===== src/rtl/xy_frame_capture_if.sv =====
// Multiplexed x/y sample stream carried from the scope XY multiplexer to the
// frame capture block.
interface xy_frame_capture_if #(
  parameter int unsigned W = 8
);
  logic [W-1:0] x;
  logic [W-1:0] y;
  logic         sample_en;
  logic         frame_sync;

  modport master (output x, y, sample_en, frame_sync);
  modport slave  (input  x, y, sample_en, frame_sync);
endinterface


===== src/rtl/xy_frame_capture.sv =====
// Locks to the ball/paddle/border slot sequence and commits whole frames atomically.
// Optional macro XY_MOTION_FLAG_EN enables per-object change flags on 'moved'.
module xy_frame_capture #(
  parameter int unsigned LOCK_FRAMES = 2,
  parameter int unsigned W           = 8
) (
  input  logic                 clk,
  input  logic                 rst_n,
  xy_frame_capture_if.slave    s,
  output logic [W-1:0]         x_b,
  output logic [W-1:0]         y_b,
  output logic [W-1:0]         x_p,
  output logic [W-1:0]         y_p,
  output logic [W-1:0]         x_border,
  output logic [W-1:0]         y_border,
  output logic                 frame_valid,
  output logic                 locked,
  output logic                 sync_err,
  output logic [7:0]           err_cnt,
  output logic [2:0]           moved
);

  typedef enum logic [1:0] {HUNT, LOCKING, LOCKED} state_e;

  state_e       state_q, state_d;
  logic [1:0]   slot_q, slot_d;
  logic [3:0]   good_q, good_d;
  logic [3:0]   good_inc;
  logic [W-1:0] sx0_q, sx0_d, sy0_q, sy0_d, sx1_q, sx1_d, sy1_q, sy1_d;
  logic [W-1:0] xb_q, xb_d, yb_q, yb_d, xp_q, xp_d, yp_q, yp_d;
  logic [W-1:0] xd_q, xd_d, yd_q, yd_d;
  logic         fv_q, fv_d, se_q, se_d, locked_q, locked_d;
  logic [7:0]   err_cnt_q, err_cnt_d;
  logic         commit, err;

  assign good_inc = good_q + 4'd1;

  always_comb begin
    state_d   = state_q;
    slot_d    = slot_q;
    good_d    = good_q;
    sx0_d     = sx0_q;
    sy0_d     = sy0_q;
    sx1_d     = sx1_q;
    sy1_d     = sy1_q;
    xb_d      = xb_q;
    yb_d      = yb_q;
    xp_d      = xp_q;
    yp_d      = yp_q;
    xd_d      = xd_q;
    yd_d      = yd_q;
    err_cnt_d = err_cnt_q;
    fv_d      = 1'b0;
    se_d      = 1'b0;
    commit    = 1'b0;
    err       = 1'b0;

    if (s.sample_en) begin
      if (slot_q == 2'd3) begin
        state_d = HUNT;
        slot_d  = 2'd0;
      end else begin
        case (state_q)
          HUNT: begin
            if (s.frame_sync) begin
              sx0_d   = s.x;
              sy0_d   = s.y;
              slot_d  = 2'd1;
              good_d  = '0;
              state_d = LOCKING;
            end
          end
          default: begin
            if (slot_q == 2'd0 && !s.frame_sync) begin
              err     = 1'b1;
              state_d = HUNT;
              slot_d  = 2'd0;
            end else if (slot_q != 2'd0 && s.frame_sync) begin
              // Misplaced sync restarts the frame with this sample as slot 0.
              err     = 1'b1;
              sx0_d   = s.x;
              sy0_d   = s.y;
              slot_d  = 2'd1;
              good_d  = '0;
              state_d = LOCKING;
            end else begin
              case (slot_q)
                2'd0: begin
                  sx0_d  = s.x;
                  sy0_d  = s.y;
                  slot_d = 2'd1;
                end
                2'd1: begin
                  sx1_d  = s.x;
                  sy1_d  = s.y;
                  slot_d = 2'd2;
                end
                default: begin
                  slot_d = 2'd0;
                  if (state_q == LOCKING) begin
                    good_d = good_inc;
                    if (good_inc == 4'(LOCK_FRAMES)) begin
                      state_d = LOCKED;
                      commit  = 1'b1;
                    end
                  end else begin
                    commit = 1'b1;
                  end
                end
              endcase
            end
          end
        endcase
      end
    end

    if (err) begin
      se_d = 1'b1;
      if (err_cnt_q != 8'hFF) err_cnt_d = err_cnt_q + 8'd1;
    end

    if (commit) begin
      xb_d = sx0_q;
      yb_d = sy0_q;
      xp_d = sx1_q;
      yp_d = sy1_q;
      xd_d = s.x;
      yd_d = s.y;
      fv_d = 1'b1;
    end

    locked_d = (state_d == LOCKED);
  end

  always_ff @(posedge clk or negedge rst_n) begin
    if (!rst_n) begin
      state_q   <= HUNT;
      slot_q    <= '0;
      good_q    <= '0;
      sx0_q     <= '0;
      sy0_q     <= '0;
      sx1_q     <= '0;
      sy1_q     <= '0;
      xb_q      <= '0;
      yb_q      <= '0;
      xp_q      <= '0;
      yp_q      <= '0;
      xd_q      <= '0;
      yd_q      <= '0;
      fv_q      <= 1'b0;
      se_q      <= 1'b0;
      locked_q  <= 1'b0;
      err_cnt_q <= '0;
    end else begin
      state_q   <= state_d;
      slot_q    <= slot_d;
      good_q    <= good_d;
      sx0_q     <= sx0_d;
      sy0_q     <= sy0_d;
      sx1_q     <= sx1_d;
      sy1_q     <= sy1_d;
      xb_q      <= xb_d;
      yb_q      <= yb_d;
      xp_q      <= xp_d;
      yp_q      <= yp_d;
      xd_q      <= xd_d;
      yd_q      <= yd_d;
      fv_q      <= fv_d;
      se_q      <= se_d;
      locked_q  <= locked_d;
      err_cnt_q <= err_cnt_d;
    end
  end

`ifdef XY_MOTION_FLAG_EN
  logic [2:0] moved_q, moved_d;

  always_comb begin
    moved_d = moved_q;
    if (commit) begin
      moved_d[0] = (sx0_q != xb_q) || (sy0_q != yb_q);
      moved_d[1] = (sx1_q != xp_q) || (sy1_q != yp_q);
      moved_d[2] = (s.x   != xd_q) || (s.y   != yd_q);
    end
  end

  always_ff @(posedge clk or negedge rst_n) begin
    if (!rst_n) moved_q <= '0;
    else        moved_q <= moved_d;
  end

  assign moved = moved_q;
`else
  assign moved = '0;
`endif

  assign x_b         = xb_q;
  assign y_b         = yb_q;
  assign x_p         = xp_q;
  assign y_p         = yp_q;
  assign x_border    = xd_q;
  assign y_border    = yd_q;
  assign frame_valid = fv_q;
  assign sync_err    = se_q;
  assign locked      = locked_q;
  assign err_cnt     = err_cnt_q;

endmodule


===== src/flat_wrapper.sv =====
// flat-port wrapper written by rule: the top's interface ports become plain ports
module xy_frame_capture_flat 
#(
  parameter int unsigned LOCK_FRAMES = 2,
  parameter int unsigned W           = 8
)
  (clk, rst_n, x_b, y_b, x_p, y_p, x_border, y_border, frame_valid, locked, sync_err, err_cnt, moved, s_x, s_y, s_sample_en, s_frame_sync);
  xy_frame_capture_if #(.W(W)) s_i ();
  input  logic clk;
  input  logic rst_n;
  output logic [W-1:0] x_b;
  output logic [W-1:0] y_b;
  output logic [W-1:0] x_p;
  output logic [W-1:0] y_p;
  output logic [W-1:0] x_border;
  output logic [W-1:0] y_border;
  output logic frame_valid;
  output logic locked;
  output logic sync_err;
  output logic [7:0] err_cnt;
  output logic [2:0] moved;
  input wire logic [$bits(s_i.x)-1:0] s_x;
  input wire logic [$bits(s_i.y)-1:0] s_y;
  input wire logic [$bits(s_i.sample_en)-1:0] s_sample_en;
  input wire logic [$bits(s_i.frame_sync)-1:0] s_frame_sync;
  assign s_i.x = s_x;
  assign s_i.y = s_y;
  assign s_i.sample_en = s_sample_en;
  assign s_i.frame_sync = s_frame_sync;
  xy_frame_capture #(.LOCK_FRAMES(LOCK_FRAMES), .W(W)) u_core (.clk(clk), .rst_n(rst_n), .s(s_i), .x_b(x_b), .y_b(y_b), .x_p(x_p), .y_p(y_p), .x_border(x_border), .y_border(y_border), .frame_valid(frame_valid), .locked(locked), .sync_err(sync_err), .err_cnt(err_cnt), .moved(moved));
endmodule

===== config.mk =====
export PLATFORM = sky130hd
export DESIGN_NAME = xy_frame_capture_flat
export DESIGN_NICKNAME = d
export VERILOG_FILES = /design/src/rtl/xy_frame_capture_if.sv /design/src/rtl/xy_frame_capture.sv /design/src/flat_wrapper.sv
export SDC_FILE = /design/constraint.sdc
export NUM_CORES = 1
export LEC_CHECK = 0
export ABC_AREA = 1
export BUFFER_PORTS_ARGS = -buffer_cell sky130_fd_sc_hd__buf_2
export CORE_MARGIN = 5
export CORE_UTILIZATION = 49
export CTS_CLUSTER_DIAMETER = 80
export DETAILED_ROUTE_END_ITERATION = 8
export MAX_ROUTING_LAYER = met4
export PLACE_DENSITY = 0.75
export SKIP_CTS_REPAIR_TIMING = 1
export SYNTH_ARGS = -nofsm -noshare
export SYNTH_HDL_FRONTEND = slang
export SYNTH_SLANG_ARGS = --single-unit

===== constraint.sdc =====
create_clock -name clk -period 1.9 [get_ports clk]
set_clock_uncertainty 0.15 [all_clocks]
set_input_delay 0.38 -clock clk [delete_from_list [all_inputs] [get_ports clk]]
set_output_delay 0.38 -clock clk [all_outputs]
set_load 0.01 [all_outputs]

==> metrics list, run 1 <==
- The flow ran to the end, but the final reports show violations.
* Violated checks: setup timing
- Summed over all layers, the global routing overflow is 0.
* Most common cell on crit path: sky130_fd_sc_hd__nor2_4
- Width of the chip: 100 microns
- Clock tree buffer depth: 2
- Highest cell delay on the worst timing path: 0.42 ns
- Timing would allow up to a little under 0.5 GHz.
- Compound-Gate Fraction of Synth Area: 7.50%
- The routed design has 9460 microns of wire.
* Final max-slew violation count: 0
* Half-perimeter wire length after detailed placement: 6030 microns
- By area, the combinational part of the netlist is dominated by simple AND/OR/NAND/NOR gates.
- Counting flops with a built-in enable in the synthesized netlist gives 0.
- The first global-routing pass estimated about 14000 microns of wire.
* Type of the worst setup path: register to register
- Max VDD drop: 0.000750 V
* Root buffer cell: sky130_fd_sc_hd__clkbuf_8
- After detailed routing, the number of vias per cell comes to just under 5.
- Cell Pwr Density: ~1400 mW/mm^2
* Total die area: roughly 0.010 sq mm
* Initial antenna violation count: 0
* Clock period minus worst slack: 2.02 ns
* Post-synthesis share of cell area spent on xor and xnor gates: less than 1%
- After layout, the design draws a total of around 7500 uW.
* TritonCTS clock tree: yes
- For this design the top-level I/O count stands at 82.
- Cell with the largest stage delay on the worst path: sky130_fd_sc_hd__dfrtp_1
- Family of cells with the greatest summed delay on the critical path: simple AND/OR/NAND/NOR gates
- The later pin in the worst-skew pair is clocked with a latency of 0.36 ns.
- In this run, distinct cell masters in the synthesized netlist total 23.
- RSZ-0062 raised after global routing: true
- Buf/Inv on CP: 4
- Critical path depth: 13
- The endpoint identified for the worst register-to-register timing path is u_core.y_p[3]$_DFFE_PN0P_.
- The synthesized netlist devotes 21.1% of its cell area to simple gates.
* Summed instance area of the synthesized netlist: 0.00401 sq mm
- At the end of the flow, the number of nets in the layout was ~570.
- Maximum fanout along the worst path: 8
- 1st-pass router iterations: 4
- Launch point of the worst reg-to-reg path: u_core.slot_q[1]$_DFFE_PN0P_
* Floorplan Core Area: between 0.008 and 0.009 sq mm
- Multiplexer share of the synthesized area: 0%
* Pin count of the biggest net entering global routing: 37
* Cell accounting for the most synthesized area: sky130_fd_sc_hd__dfrtp_1
* Worst-case register-to-register setup slack: -0.12 ns
- In the final routed layout, each cell accounts on average for 14.4 microns.
* Die Y: approximately 100 microns
- In this run the mean area of a mapped cell was 9.02 sq um.
- The critical path goes through nor2_4, inv_2, ha_4, nor2_4, inv_2, nor2_4, nand2_2, nor2_4, nand2_8, clkinv_8, clkbuf_16, nand2_2, nand2_1.
- Count of inserted antenna diode cells: 0
- Max-cap violations in this run came to 0.
* Final count of negative-setup-slack endpoints: 49
* Async SR Flop Fraction: 100%
- Of the synthesized area, sequential elements account for 61.9%.
- STA classifies the critical path endpoint as a register.
- Destination of the critical timing path: u_core.y_p[3]$_DFFE_PN0P_
- The synthesized design devotes to its leading area cell type 61.9% of total area.
* Leakage dissipation: 0.00297 uW
- Startpoint types: register
- Clock-pin slew was measured on the worst setup and hold paths at 0.11 ns.
- Setup total negative slack on the finished layout was measured at -3.89 ns.
- Count of input and output buffers: between 70 and 80
- Tot GR Track Use: 18.3%
* Initial core utilization: 49.5%
- Hold crit path type: input port to register
- Most used flip-flop cell after synthesis: sky130_fd_sc_hd__dfrtp_1
- Share of layout cells above drive strength 1: 33.1%
* FF+latch count, synth: 99
- Dividing the final minimum period by the clock period gives 106%.
* Logic depth of the worst register-to-register path: 13
- The number of global-route vias before repair was 3130.
- CTS saw 99 sinks.
- Synthesis produced 444 cells.
- Setup slack on the critical path of the routed design comes to -0.119 ns.
- In this run, CTS created clock tree buffers numbering 9.
* DRC violations left: 0
* Drt initial violations: 197
- Yosys warning count: 0
- Routability-driven placement finished with a final weighted congestion of 0.944.
* Total number of vias: 3243
- Biggest area contributors in the synthesized netlist: sky130_fd_sc_hd__dfrtp_1 62%, sky130_fd_sc_hd__nand2_1 17%, sky130_fd_sc_hd__o21ai_0 5.7%
- Placement row count: 33
- The count of nets left with antenna violations once routing finished came out at 0.
* Critical path launch point: u_core.slot_q[1]$_DFFE_PN0P_
- For the worst setup path, the data required time is 2.06 ns.
* Final hold violations: 0
- Summing the areas of all fa, ha and maj instances in the mapped netlist gives 1.56% of the synthesized area.
- From synthesis to final layout, the design area changed by 32.6%.
* H-tree Lvls: 3
- Data arrival at the endpoint of the critical path: around 2.2 ns
## worst min-delay path by stage
stage          startpoint  slack (ns)  cells past startpoint                              to
3_3_place_gp        rst_n        0.20                      1       u_core.x_b[5]$_DFFE_PN0P_
5_1_grt            s_x[3]        0.13                      3  u_core.x_border[3]$_DFFE_PN0P_
6_report           s_x[3]        0.13                      3  u_core.x_border[3]$_DFFE_PN0P_
4_1_cts             rst_n       -0.20                      1       u_core.x_b[5]$_DFFE_PN0P_
3_5_place_dp        rst_n        0.21                      1       u_core.x_b[5]$_DFFE_PN0P_
2_1_floorplan       rst_n       -0.07                      0   u_core.err_cnt[0]$_DFFE_PN0P_
## registers in the layout, indices dropped and copies added, names as in the netlist, 2 cells and up
name,flops
u_core.sx0_q,8
u_core.slot_q,2
u_core.x_b,8
u_core.y_border,8
u_core.x_p,8
u_core.good_q,4
u_core.sy1_q,8
u_core.sx1_q,8
u_core.err_cnt,8
u_core.x_border,8
u_core.y_p,8
u_core.sy0_q,8
u_core.state_q,2
u_core.y_b,8
## cells in the mapped netlist, types with 2 or more instances
cell type and count:
sky130_fd_sc_hd__nor3_1 4, sky130_fd_sc_hd__buf_4 3, sky130_fd_sc_hd__inv_1 40, sky130_fd_sc_hd__xor2_1 2
sky130_fd_sc_hd__o21ai_1 10, sky130_fd_sc_hd__buf_2 7, sky130_fd_sc_hd__ha_1 5, sky130_fd_sc_hd__clkbuf_1 5
sky130_fd_sc_hd__o22ai_1 2, sky130_fd_sc_hd__nand3_1 12, sky130_fd_sc_hd__buf_6 4, sky130_fd_sc_hd__nand2_1 183
sky130_fd_sc_hd__nor2_2 2, sky130_fd_sc_hd__o21ai_0 46, sky130_fd_sc_hd__dfrtp_1 99, sky130_fd_sc_hd__nand4_1 2
sky130_fd_sc_hd__xnor2_1 2, sky130_fd_sc_hd__nor2_1 11
## layout by cell type (no fill, tap or decap), types with 2 or more instances in the layout
cell / n
sky130_fd_sc_hd__buf_2: 77
sky130_fd_sc_hd__ha_1: 4
sky130_fd_sc_hd__clkbuf_16: 6
sky130_fd_sc_hd__nand2_4: 6
sky130_fd_sc_hd__conb_1: 3
sky130_fd_sc_hd__inv_2: 2
sky130_fd_sc_hd__nand2_2: 36
sky130_fd_sc_hd__clkbuf_8: 9
sky130_fd_sc_hd__buf_6: 4
sky130_fd_sc_hd__nand2_1: 140
sky130_fd_sc_hd__xnor2_1: 2
sky130_fd_sc_hd__nand3_1: 11
sky130_fd_sc_hd__inv_6: 2
sky130_fd_sc_hd__nand4_1: 2
sky130_fd_sc_hd__nor2_1: 9
sky130_fd_sc_hd__xor2_1: 2
sky130_fd_sc_hd__nor2_4: 4
sky130_fd_sc_hd__buf_4: 15
sky130_fd_sc_hd__o22ai_1: 2
sky130_fd_sc_hd__dfrtp_1: 99
sky130_fd_sc_hd__inv_1: 39
sky130_fd_sc_hd__o21ai_2: 5
sky130_fd_sc_hd__nor3_1: 4
sky130_fd_sc_hd__bufinv_16: 2
sky130_fd_sc_hd__o21ai_0: 38
sky130_fd_sc_hd__buf_12: 7
sky130_fd_sc_hd__o21ai_1: 13
## cell type report
cell class	instances	area, sq um
fill	646	2780
clock buffer	9	124
timing repair buffer	110	843
sequential	99	2480
tap	105	131
clock inverter	7	105
multi-input combinational	286	1460
inverter	42	170
## worst min-delay path, stage by stage
cell and delay [ns]:
sky130_fd_sc_hd__buf_2 0.10, sky130_fd_sc_hd__inv_1 0.07, sky130_fd_sc_hd__o21ai_1 0.07
## logic make-up (layout without fill, tap and decap cells)
kind of cell               after synthesis  count (layout)
DFF                                     99              99
buffers and inverters                   61             168
and+or+nand+nor                        215             215
xor gates and xnor gates                 4               4
AOI/OAI and AO/OA                       59              59
other                                    1               3
adders and majority gates                5               5
## report_power, final
part	switching [uW]	leakage [uW]	total, uW	internal, uW
Clock	762	0.000112	1520	762
Sequential	594	0.00131	3540	2950
Combinational	1360	0.00155	2420	1060
Total	2720	0.00297	7480	4770
## through the flow
step           worst slack [ns]  instances  cell area, sq um  hold slack (ns)  util (%)
4_1_cts                  -0.163        648              4890           -0.198      60.5
3_3_place_gp            -0.0579        632              4660            0.204      57.6
6_report                 -0.119        658              5310            0.127      65.6
2_1_floorplan            0.0126        446              4020          -0.0656         -
3_5_place_dp             -0.150        632              4660            0.208      57.6
5_1_grt                  -0.214        658              5310            0.129      65.6
## per-layer routing
layer / part of all wire, % / track usage [%] / up-vias
li1: - / - / 1576
met3: 7.1 / 5.56 / 14
met1: 42 / 23.5 / 1561
met4: 1.5 / 6.32 / 0
met2: 49 / 27.6 / 92
met5: 0 / - / -
Note: power is estimated with default switching activity, not from simulation.
==> run 2, diff against run 1 <==
--- a/config.mk
+++ b/config.mk
@@ -5,7 +5,6 @@
 export SDC_FILE = /design/constraint.sdc
 export NUM_CORES = 1
 export LEC_CHECK = 0
-export ABC_AREA = 1
 export BUFFER_PORTS_ARGS = -buffer_cell sky130_fd_sc_hd__buf_2
 export CORE_MARGIN = 5
 export CORE_UTILIZATION = 49
==> run 2 against run 1 <==
Net effect: the run still ends with setup timing left; routed wire length decreased by 3.1%; highest routed layer unchanged; first-iteration DRC count decreased by 54%; clock-buffer cell count increased by 1; register-to-register slack got worse by 0.50 ns.
==> metrics list, run 2 <==
- Portion of the post-synthesis area used by sequential elements: 59.7% (was 61.9%)
* Count of antenna-violating nets left after detailed routing: 0 (unchanged)
- Total Wirelength: 9170 microns (was 9460 microns)
* Clock period minus worst slack: 2.52 ns (was 2.02 ns)
- Pin count of the biggest net entering global routing: 100 (was 37)
* Share of layout cells above drive strength 1: 57.1% (was 33.1%)
- The path depth of the worst reg2reg path was 8 (was 13).
* Cell accounting for the most synthesized area: sky130_fd_sc_hd__dfrtp_1 (unchanged)
- The number of distinct library cells after synthesis came to 48 (was 23).
* End point of the most critical hold path: u_core.x_border[4]$_DFFE_PN0P_ (was u_core.x_border[3]$_DFFE_PN0P_)
* Total number of vias: 2766 (was 3243)
* Max VDD drop: 0.000764 V (was 0.000750 V)
- The total global routing track utilization was 16.8% (was 18.3%).
- Data arrival at the endpoint of the critical path: 2.60 ns (was 2.18 ns)
- Commonest cells after routing, fill and taps aside: 99 x sky130_fd_sc_hd__dfrtp_1, 77 x sky130_fd_sc_hd__buf_2, 45 x sky130_fd_sc_hd__mux2_4 (was 140 x sky130_fd_sc_hd__nand2_1, 99 x sky130_fd_sc_hd__dfrtp_1, 77 x sky130_fd_sc_hd__buf_2)
* Family of cells with the greatest summed delay on the critical path: simple AND/OR/NAND/NOR gates (unchanged)
- The highest cell delay on the worst timing path came to 0.56 ns (was 0.42 ns).
- The number of standard cells after synthesis came to 293 (was 444).
- List of cells traversed by the critical path: nor2_4, buf_6, ha_4, or4b_4, a211oi_4, buf_12, clkbuf_16, mux2_4 (was nor2_4, inv_2, ha_4, nor2_4, inv_2, nor2_4, nand2_2, nor2_4, nand2_8, clkinv_8, clkbuf_16, nand2_2, nand2_1)
* H-tree Lvls: 3 (unchanged)
* Capturing element type of the critical path: register (unchanged)
- Most used flip-flop cell after synthesis: sky130_fd_sc_hd__dfrtp_1 (unchanged)
- The number of port buffers came to 78 (unchanged).
- The number of clock sinks seen by CTS came to 99 (unchanged).
- The total congestion overflow after global routing was 0 (unchanged).
* Pre-CTS worst setup slack: -0.620 ns (was -0.150 ns)
* Area share of the largest cell type after synthesis: 59.7% (was 61.9%)
- Worst reg2reg path endpoint: u_core.x_p[1]$_DFFE_PN0P_ (was u_core.y_p[3]$_DFFE_PN0P_)
- The die span in x was 102 microns (was 100 microns).
- Drt initial violations: 90 (was 197)
- The most common cell in the synthesized netlist is sky130_fd_sc_hd__dfrtp_1 (was sky130_fd_sc_hd__nand2_1).
* RSZ-0062 raised after global routing: true (unchanged)
- The core footprint is 0.00822 sq mm (was 0.00809 sq mm).
- The fraction of synthesis flops using an asynchronous set or reset pin is 100% (unchanged).
- Die Y: 102 microns (was 100 microns)
* Worst-case register-to-register setup slack: -0.62 ns (was -0.12 ns)
- Syn-to-layout area delta: 32.9% (was 32.6%)
- Clk_lat worst skew: 0.35 ns (was 0.36 ns)
- Hold crit path type: input port to register (unchanged)
- The post-synthesis average cell area was 14.2 sq um (was 9.02 sq um).
- Final core utilization: 67.1% (was 65.6%)
- Result of the run: complete, but fails checks (unchanged).
- The maximum fanout count along the critical path came to 5 (was 8).
- The worst hold path depth is 2 (was 3).
- The final worst-path cycle share was 132% (was 106%).
- Cell with the largest stage delay on the worst path: sky130_fd_sc_hd__or4b_4 (was sky130_fd_sc_hd__dfrtp_1)
* Clock tree buffer depth: 2 (unchanged)
* 1st-pass router iterations: 4 (unchanged)
* IO Count: 82 (unchanged)
* Summed instance area of the synthesized netlist: 0.00415 sq mm (was 0.00401 sq mm)
- Yosys warning count: 0 (unchanged)
* Leakage dissipation: 0.00281 uW (was 0.00297 uW)
- Count of flip-flops with a built-in enable after synthesis: 0 (unchanged)
- The total design power is 7870 uW (was 7480 uW).
* Relative slew margins: ~62%
- The cell area after layout was 0.00551 sq mm (was 0.00531 sq mm).
* Final hold violations: 0 (unchanged)
- Cell Pwr Density: 1430 mW/mm^2 (was 1410 mW/mm^2)
- Launch point of the worst reg-to-reg path: u_core.slot_q[1]$_DFFE_PN0P_ (unchanged)
* Wirelength per Cell: 17.6 microns (was 14.4 microns)
* Start point of the worst min-delay path: s_x[4] (was s_x[3])
- Violated checks: setup timing (unchanged)
- The TritonCTS buffer count is 9 (unchanged).
- FF+latch count, synth: 99 (unchanged)
- The routability congestion estimate is 0.906 (was 0.944).
- The final net count came to 438 (was 573).
- Slew at the pin closest to its max-slew limit: ~0.56 ns
* TritonCTS clock tree: yes (unchanged)
* Clock slew at reported path FFs: 0.10 ns (was 0.11 ns)
- DRC violations left: 0 (unchanged)
* Root buffer cell: sky130_fd_sc_hd__clkbuf_8 (unchanged)
- Biggest area contributors in the synthesized netlist: sky130_fd_sc_hd__dfrtp_1 60%, sky130_fd_sc_hd__mux2_2 20%, sky130_fd_sc_hd__mux2_1 2.4% (was sky130_fd_sc_hd__dfrtp_1 62%, sky130_fd_sc_hd__nand2_1 17%, sky130_fd_sc_hd__o21ai_0 5.7%)
- Most frequent standard cell in the layout excluding fill and tap cells: sky130_fd_sc_hd__dfrtp_1 (was sky130_fd_sc_hd__nand2_1)
- The initial standard-cell utilization of the core is 50.5% (was 49.5%).
- Buf/Inv on CP: 3 (was 4)
- Initial antenna violation count: 0 (unchanged)
- The post-route worst setup slack came to -0.616 ns (was -0.119 ns).
- Half-perimeter wire length after detailed placement: 5950 microns (was 6030 microns)
- The maximum clock frequency is 0.397 GHz (was 0.495 GHz).
- The placed standard-cell area was 0.00494 sq mm (was 0.00466 sq mm).
- Drt via density: 5.30 (was 4.93)
- The max-cap check violation count is 0 (unchanged).
* Synth cell count leaders: 99 x sky130_fd_sc_hd__dfrtp_1, 72 x sky130_fd_sc_hd__mux2_2, 10 x sky130_fd_sc_hd__nor2_1, 9 x sky130_fd_sc_hd__mux2_1, 9 x sky130_fd_sc_hd__nand2_1 (was 183 x sky130_fd_sc_hd__nand2_1, 99 x sky130_fd_sc_hd__dfrtp_1, 46 x sky130_fd_sc_hd__o21ai_0, 40 x sky130_fd_sc_hd__inv_1, 12 x sky130_fd_sc_hd__nand3_1)
- Total die area: 0.0104 sq mm (was 0.0101 sq mm)
- The number of global-route vias before repair came to 2731 (was 3130).
- Worst EP required: 1.99 ns (was 2.06 ns)
* Wire length of the first global-routing pass: 13300 microns (was 14300 microns)
- Count of inserted antenna diode cells: 0 (unchanged)
- Final count of negative-setup-slack endpoints: 68 (was 49)
- The kind of critical path was register to register (unchanged).
- The startpoint type of the worst setup path is a register (unchanged).
- The final count of pins violating max slew was 0 (unchanged).
* Placement row count: 33 (unchanged)
## run 2: cell types whose count changed in the layout (fill, tap and decap cells not counted), moves of 6 or more
cell                      previous run  this run
sky130_fd_sc_hd__nand2_1           140         8
sky130_fd_sc_hd__o21ai_0            38         3
sky130_fd_sc_hd__inv_1              39         6
sky130_fd_sc_hd__nand2_2            36         0
sky130_fd_sc_hd__o21ai_1            13         1
sky130_fd_sc_hd__mux2_2              0        36
sky130_fd_sc_hd__a21oi_1             0         6
sky130_fd_sc_hd__buf_4              15        30
sky130_fd_sc_hd__mux2_4              0        45
sky130_fd_sc_hd__nand3_1            11         4
## run 2: final cells by class
class	count	area, sq um
sequential	99	2480
multi-input combinational	175	1820
inverter	7	26.3
clock buffer	10	128
clock inverter	5	62.6
tap	105	131
timing repair buffer	121	861
fill	638	2710
## run 2: worst max path at each step
stage                                             from                        endpoint  slack (ns)  cells after the start
final                     u_core.slot_q[1]$_DFFE_PN0P_       u_core.x_p[1]$_DFFE_PN0P_       -0.62                      8
after global routing      u_core.slot_q[1]$_DFFE_PN0P_       u_core.x_p[1]$_DFFE_PN0P_       -0.67                      8
after CTS                 u_core.slot_q[0]$_DFFE_PN0P_       u_core.y_p[1]$_DFFE_PN0P_       -0.62                      7
after detailed placement                  s_frame_sync       u_core.x_b[0]$_DFFE_PN0P_       -0.62                      7
after global placement                    s_frame_sync       u_core.y_p[4]$_DFFE_PN0P_       -0.56                      7
after floorplan           u_core.slot_q[0]$_DFFE_PN0P_  u_core.x_border[0]$_DFFE_PN0P_       -0.62                      9
## run 2: stage by stage
stage,hold WS (ns),TNS (ns),instances
final,0.131,-32.24,522
after global routing,0.115,-36.90,522
after CTS,-0.0650,-34.79,512
after detailed placement,0.331,-35.09,497
after global placement,0.326,-31.68,497
after floorplan,-0.0656,-29.34,295
## run 2: kinds of logic after synthesis
group	share of synthesized area, %
flip-flops	59.7
multiplexers	22.0
AND/OR/NAND/NOR	5.91
AO/OA/AOI/OAI	6.28
buffers and inverters	3.02
XOR/XNOR	1.48
adder cells (fa/ha/maj)	1.51
other	0.0904
## run 2: power by group
group	total, uW	switching, uW	leakage [uW]	internal (uW)
clock network	1310	698	0.0000947	614
registers	3530	543	0.00129	2990
logic	3030	1270	0.00142	1770
## run 2: worst reg2reg max path: cells and delay by family (launching register included)
family,cells,cell delay (ns)
and+or+nand+nor,2,0.62
buffers and inverters,3,0.46
DFF,1,0.40
AOI/OAI and AO/OA,1,0.32
muxes,1,0.30
adders and majority gates,1,0.15
## run 2: per-layer routing
| layer | track usage, % | up-vias | wire length [microns] |
|---|---|---|---|
| li1 | - | 1280 | - |
| met4 | 3.43 | 0 | 54 |
| met3 | 4.57 | 6 | 484 |
| met5 | - | - | 0 |
| met2 | 26.3 | 73 | 4560 |
| met1 | 22.2 | 1407 | 4060 |
==> run 3, diff against run 2 <==
--- a/config.mk
+++ b/config.mk
@@ -5,8 +5,8 @@
 export SDC_FILE = /design/constraint.sdc
 export NUM_CORES = 1
 export LEC_CHECK = 0
+export ABC_AREA = 1
 export BUFFER_PORTS_ARGS = -buffer_cell sky130_fd_sc_hd__buf_2
-export CORE_MARGIN = 5
 export CORE_UTILIZATION = 49
 export CTS_CLUSTER_DIAMETER = 80
 export DETAILED_ROUTE_END_ITERATION = 8
==> run 3 against run 2 <==
Net effect: the run still ends with setup timing left; power decreased by 4.2%; sequential power about the same; worst hold slack improved by 0.0063 ns; largest cell class unchanged.
==> metrics list, run 3 (same netlist as run 1, synthesis figures left out) <==
* Worst-case register-to-register setup slack: -0.08 ns (was -0.62 ns)
- Capturing element type of the critical path: register (unchanged)
- The TritonCTS buffer count was 9 (unchanged).
- The global-route wire length before repair is 13700 microns (was 13300 microns).
- The maximum fanout count along the critical path is 8 (was 5).
* Met2 Use GR: 33.3% (was 26.3%)
- Hold crit path type: input port to register (unchanged)
* Busiest metal layer after global routing: met2 (unchanged)
- Syn-to-layout area delta: 33.5% (was 32.9%)
- TritonCTS Sinks: 99 (unchanged)
- Commonest cells after routing, fill and taps aside: 147 x sky130_fd_sc_hd__nand2_1, 98 x sky130_fd_sc_hd__dfrtp_1, 77 x sky130_fd_sc_hd__buf_2 (was 99 x sky130_fd_sc_hd__dfrtp_1, 77 x sky130_fd_sc_hd__buf_2, 45 x sky130_fd_sc_hd__mux2_4).
* Worst EP required: 2.05 ns (was 1.99 ns)
* Clock period minus worst slack: 1.98 ns (was 2.52 ns)
- The beginning of the worst register-to-register path was u_core.slot_q[1]$_DFFE_PN0P_ (unchanged).
- The number of diodes came to 0 (unchanged).
- Clk_lat worst skew: 0.36 ns (was 0.35 ns)
- Total Wirelength: 9650 microns (was 9170 microns)
* Met1 capacity usage during global routing: 27.5% (was 22.2%)
- Buf/Inv on CP: 4 (was 3)
- The cell row count was 32 (was 33).
* Drt via density: 5.05 (was 5.30)
- The final count of pins violating max slew was 0 (unchanged).
- The number of setup violations in the final report came to 56 (was 68).
- Data arrival at the endpoint of the critical path: 2.13 ns (was 2.60 ns)
* IO Count: 82 (unchanged)
- # nets final: 576 (was 438)
- The final worst-path cycle share is 104% (was 132%).
- The worst-case vdd ir drop was 0.000719 V (was 0.000764 V).
* List of cells traversed by the critical path: nor2_4, inv_2, ha_4, nor2_4, inv_2, nor2_4, nand2_2, nor2_4, nand2_8, clkinv_8, clkbuf_16, nand2_2, nand2_1 (was nor2_4, buf_6, ha_4, or4b_4, a211oi_4, buf_12, clkbuf_16, mux2_4)
* Via count of the first global-routing pass: 3010 (was 2731)
- Leakage dissipation: 0.00300 uW (was 0.00281 uW)
* Drt initial violations: 164 (was 90)
- Family of cells with the greatest summed delay on the critical path: simple AND/OR/NAND/NOR gates (unchanged)
- The total congestion overflow after global routing came to 0 (unchanged).
- Slew at the pin closest to its max-slew limit: 0.525 ns (was 0.561 ns)
* Most common cell on crit path: sky130_fd_sc_hd__nor2_4
* Half-perimeter wire length after detailed placement: 5470 microns (was 5950 microns)
- Startpoint types: register (unchanged)
* Finished Cell Area: 0.00535 sq mm (was 0.00551 sq mm)
- Critical path launch point: u_core.slot_q[1]$_DFFE_PN0P_ (unchanged)
* Violated checks: setup timing (unchanged)
- TritonCTS clock tree: yes (unchanged)
- The maximum clock frequency came to 0.505 GHz (was 0.397 GHz).
- Final weighted congestion of routability-driven global placement: 0.833 (was 0.906)
* Total die area: 0.00854 sq mm (was 0.0104 sq mm)
* Wirelength per Cell: 14.7 microns (was 17.6 microns)
* Clock tree buffer depth: 2 (unchanged)
- The worst hold slack across all endpoints came to 0.137 ns (was 0.131 ns).
* Worst reg2reg path endpoint: u_core.x_p[1]$_DFFE_PN0P_ (unchanged)
* Highest cell delay on the worst timing path: 0.42 ns (was 0.56 ns)
- Pin count of the biggest net entering global routing: 100 (unchanged)
* Final setup TNS: -2.30 ns (was -32.24 ns)
- DRC violations left: 0 (unchanged)
* Count of antenna-violating nets left after detailed routing: 0 (unchanged)
- The total global routing track utilization came to 21.2% (was 16.8%).
- Count of input and output buffers: 78 (unchanged)
* Result of the run: complete, but fails checks (unchanged)
- The met3 track utilization from global routing is 5.01% (was 4.57%).
* Floorplan Core Area: 0.00781 sq mm (was 0.00822 sq mm)
- The most frequent standard cell in the layout excluding fill and tap cells was sky130_fd_sc_hd__nand2_1 (was sky130_fd_sc_hd__dfrtp_1).
- Cell Pwr Density: 1410 mW/mm^2 (was 1430 mW/mm^2)
- Smallest setup slack after layout: -0.0810 ns (was -0.616 ns)
- Share of layout cells above drive strength 1: 32.8% (was 57.1%)
* Clock slew at reported path FFs: 0.10 ns (about the same)
- The final hold violation count came to 0 (unchanged).
* RSZ-0062 raised after global routing: true (unchanged)
- Width of the chip: 92.4 microns (was 102 microns)
- Logic depth of the worst register-to-register path: 13 (was 8)
* Critical path depth: 13 (was 8)
- Cell with the largest stage delay on the worst path: sky130_fd_sc_hd__dfrtp_1 (was sky130_fd_sc_hd__or4b_4)
- The total number of vias came to 3317 (was 2766).
- The critical path endpoint was u_core.x_p[1]$_DFFE_PN0P_ (unchanged).
* 1st-pass router iterations: 5 (was 4)
- Root buffer cell: sky130_fd_sc_hd__clkbuf_8 (unchanged)
* Relative slew margins: 65.0% (was 62.4%)
- The utilization after layout is 68.5% (was 67.1%).
- The number of antenna violations at the first check in global routing was 0 (unchanged).
- The max-cap check violation count is 0 (unchanged).
- Die Y: 92.4 microns (was 102 microns)
- The initial standard-cell utilization of the core came to 51.3% (was 50.5%).
- The placed standard-cell area came to 0.00467 sq mm (was 0.00494 sq mm).
- The kind of critical path is register to register (unchanged).
* H-tree Lvls: 3 (unchanged)
## run 3: cell types whose count changed in the layout (fill, tap and decap cells not counted), sizes merged, moves of 3 or more
| cell | before | now |
|---|---|---|
| a21oi | 9 | 0 |
| and3 | 5 | 0 |
| buf | 117 | 104 |
| clkbuf | 13 | 17 |
| inv | 9 | 44 |
| mux2 | 81 | 0 |
| nand2 | 9 | 183 |
| nand3 | 4 | 12 |
| nor2 | 10 | 14 |
| nor3 | 1 | 4 |
| o21ai | 4 | 56 |
## run 3: per-stage QoR
stage | cells | worst slack (ns) | power, uW
2_1_floorplan | 446 | 0.0126 | 4640
3_3_place_gp | 628 | -0.0217 | 5590
3_5_place_dp | 628 | -0.130 | 5690
4_1_cts | 643 | -0.154 | 7060
5_1_grt | 657 | -0.166 | 8030
6_report | 657 | -0.0810 | 7540
## run 3: area by class of cell
cell class,instances,area [sq um]
sequential,99,2480
tap,102,128
timing repair buffer,113,897
inverter,42,170
fill,591,2460
multi-input combinational,286,1480
clock buffer,9,124
clock inverter,6,72.6
## run 3: report_power, final
| group | internal, uW | switching, uW | total [uW] |
|---|---|---|---|
| Combinational | 1180 | 1450 | 2630 |
| Clock | 618 | 748 | 1370 |
| Sequential | 2950 | 600 | 3550 |
## run 3: how the worst min path moves through the flow
stage / startpoint / to / slack (ns) / cells after the start
detailed placement: u_core.sy1_q[7]$_DFFE_PN0P_ / u_core.y_p[7]$_DFFE_PN0P_ / 0.31 / 2
floorplan: rst_n / u_core.err_cnt[0]$_DFFE_PN0P_ / -0.07 / 0
global route: s_y[6] / u_core.y_border[6]$_DFFE_PN0P_ / 0.14 / 3
finish: s_x[7] / u_core.x_border[7]$_DFFE_PN0P_ / 0.14 / 3
CTS: rst_n / u_core.sx1_q[4]$_DFFE_PN0P_ / -0.07 / 2
global placement: u_core.sx1_q[2]$_DFFE_PN0P_ / u_core.x_p[2]$_DFFE_PN0P_ / 0.30 / 2
## run 3: per-layer routing
metal / routed length [microns] / vias to the layer above
met5: 0 / -
met4: 144 / 0
met3: 506 / 15
met2: 4760 / 109
met1: 4240 / 1606
li1: - / 1587
## run 3: tightest hold or removal path: cells and delay by family
family / cells / cell delay [ns]
buffers and inverters: 2 / 0.17
AOI/OAI and AO/OA: 1 / 0.06
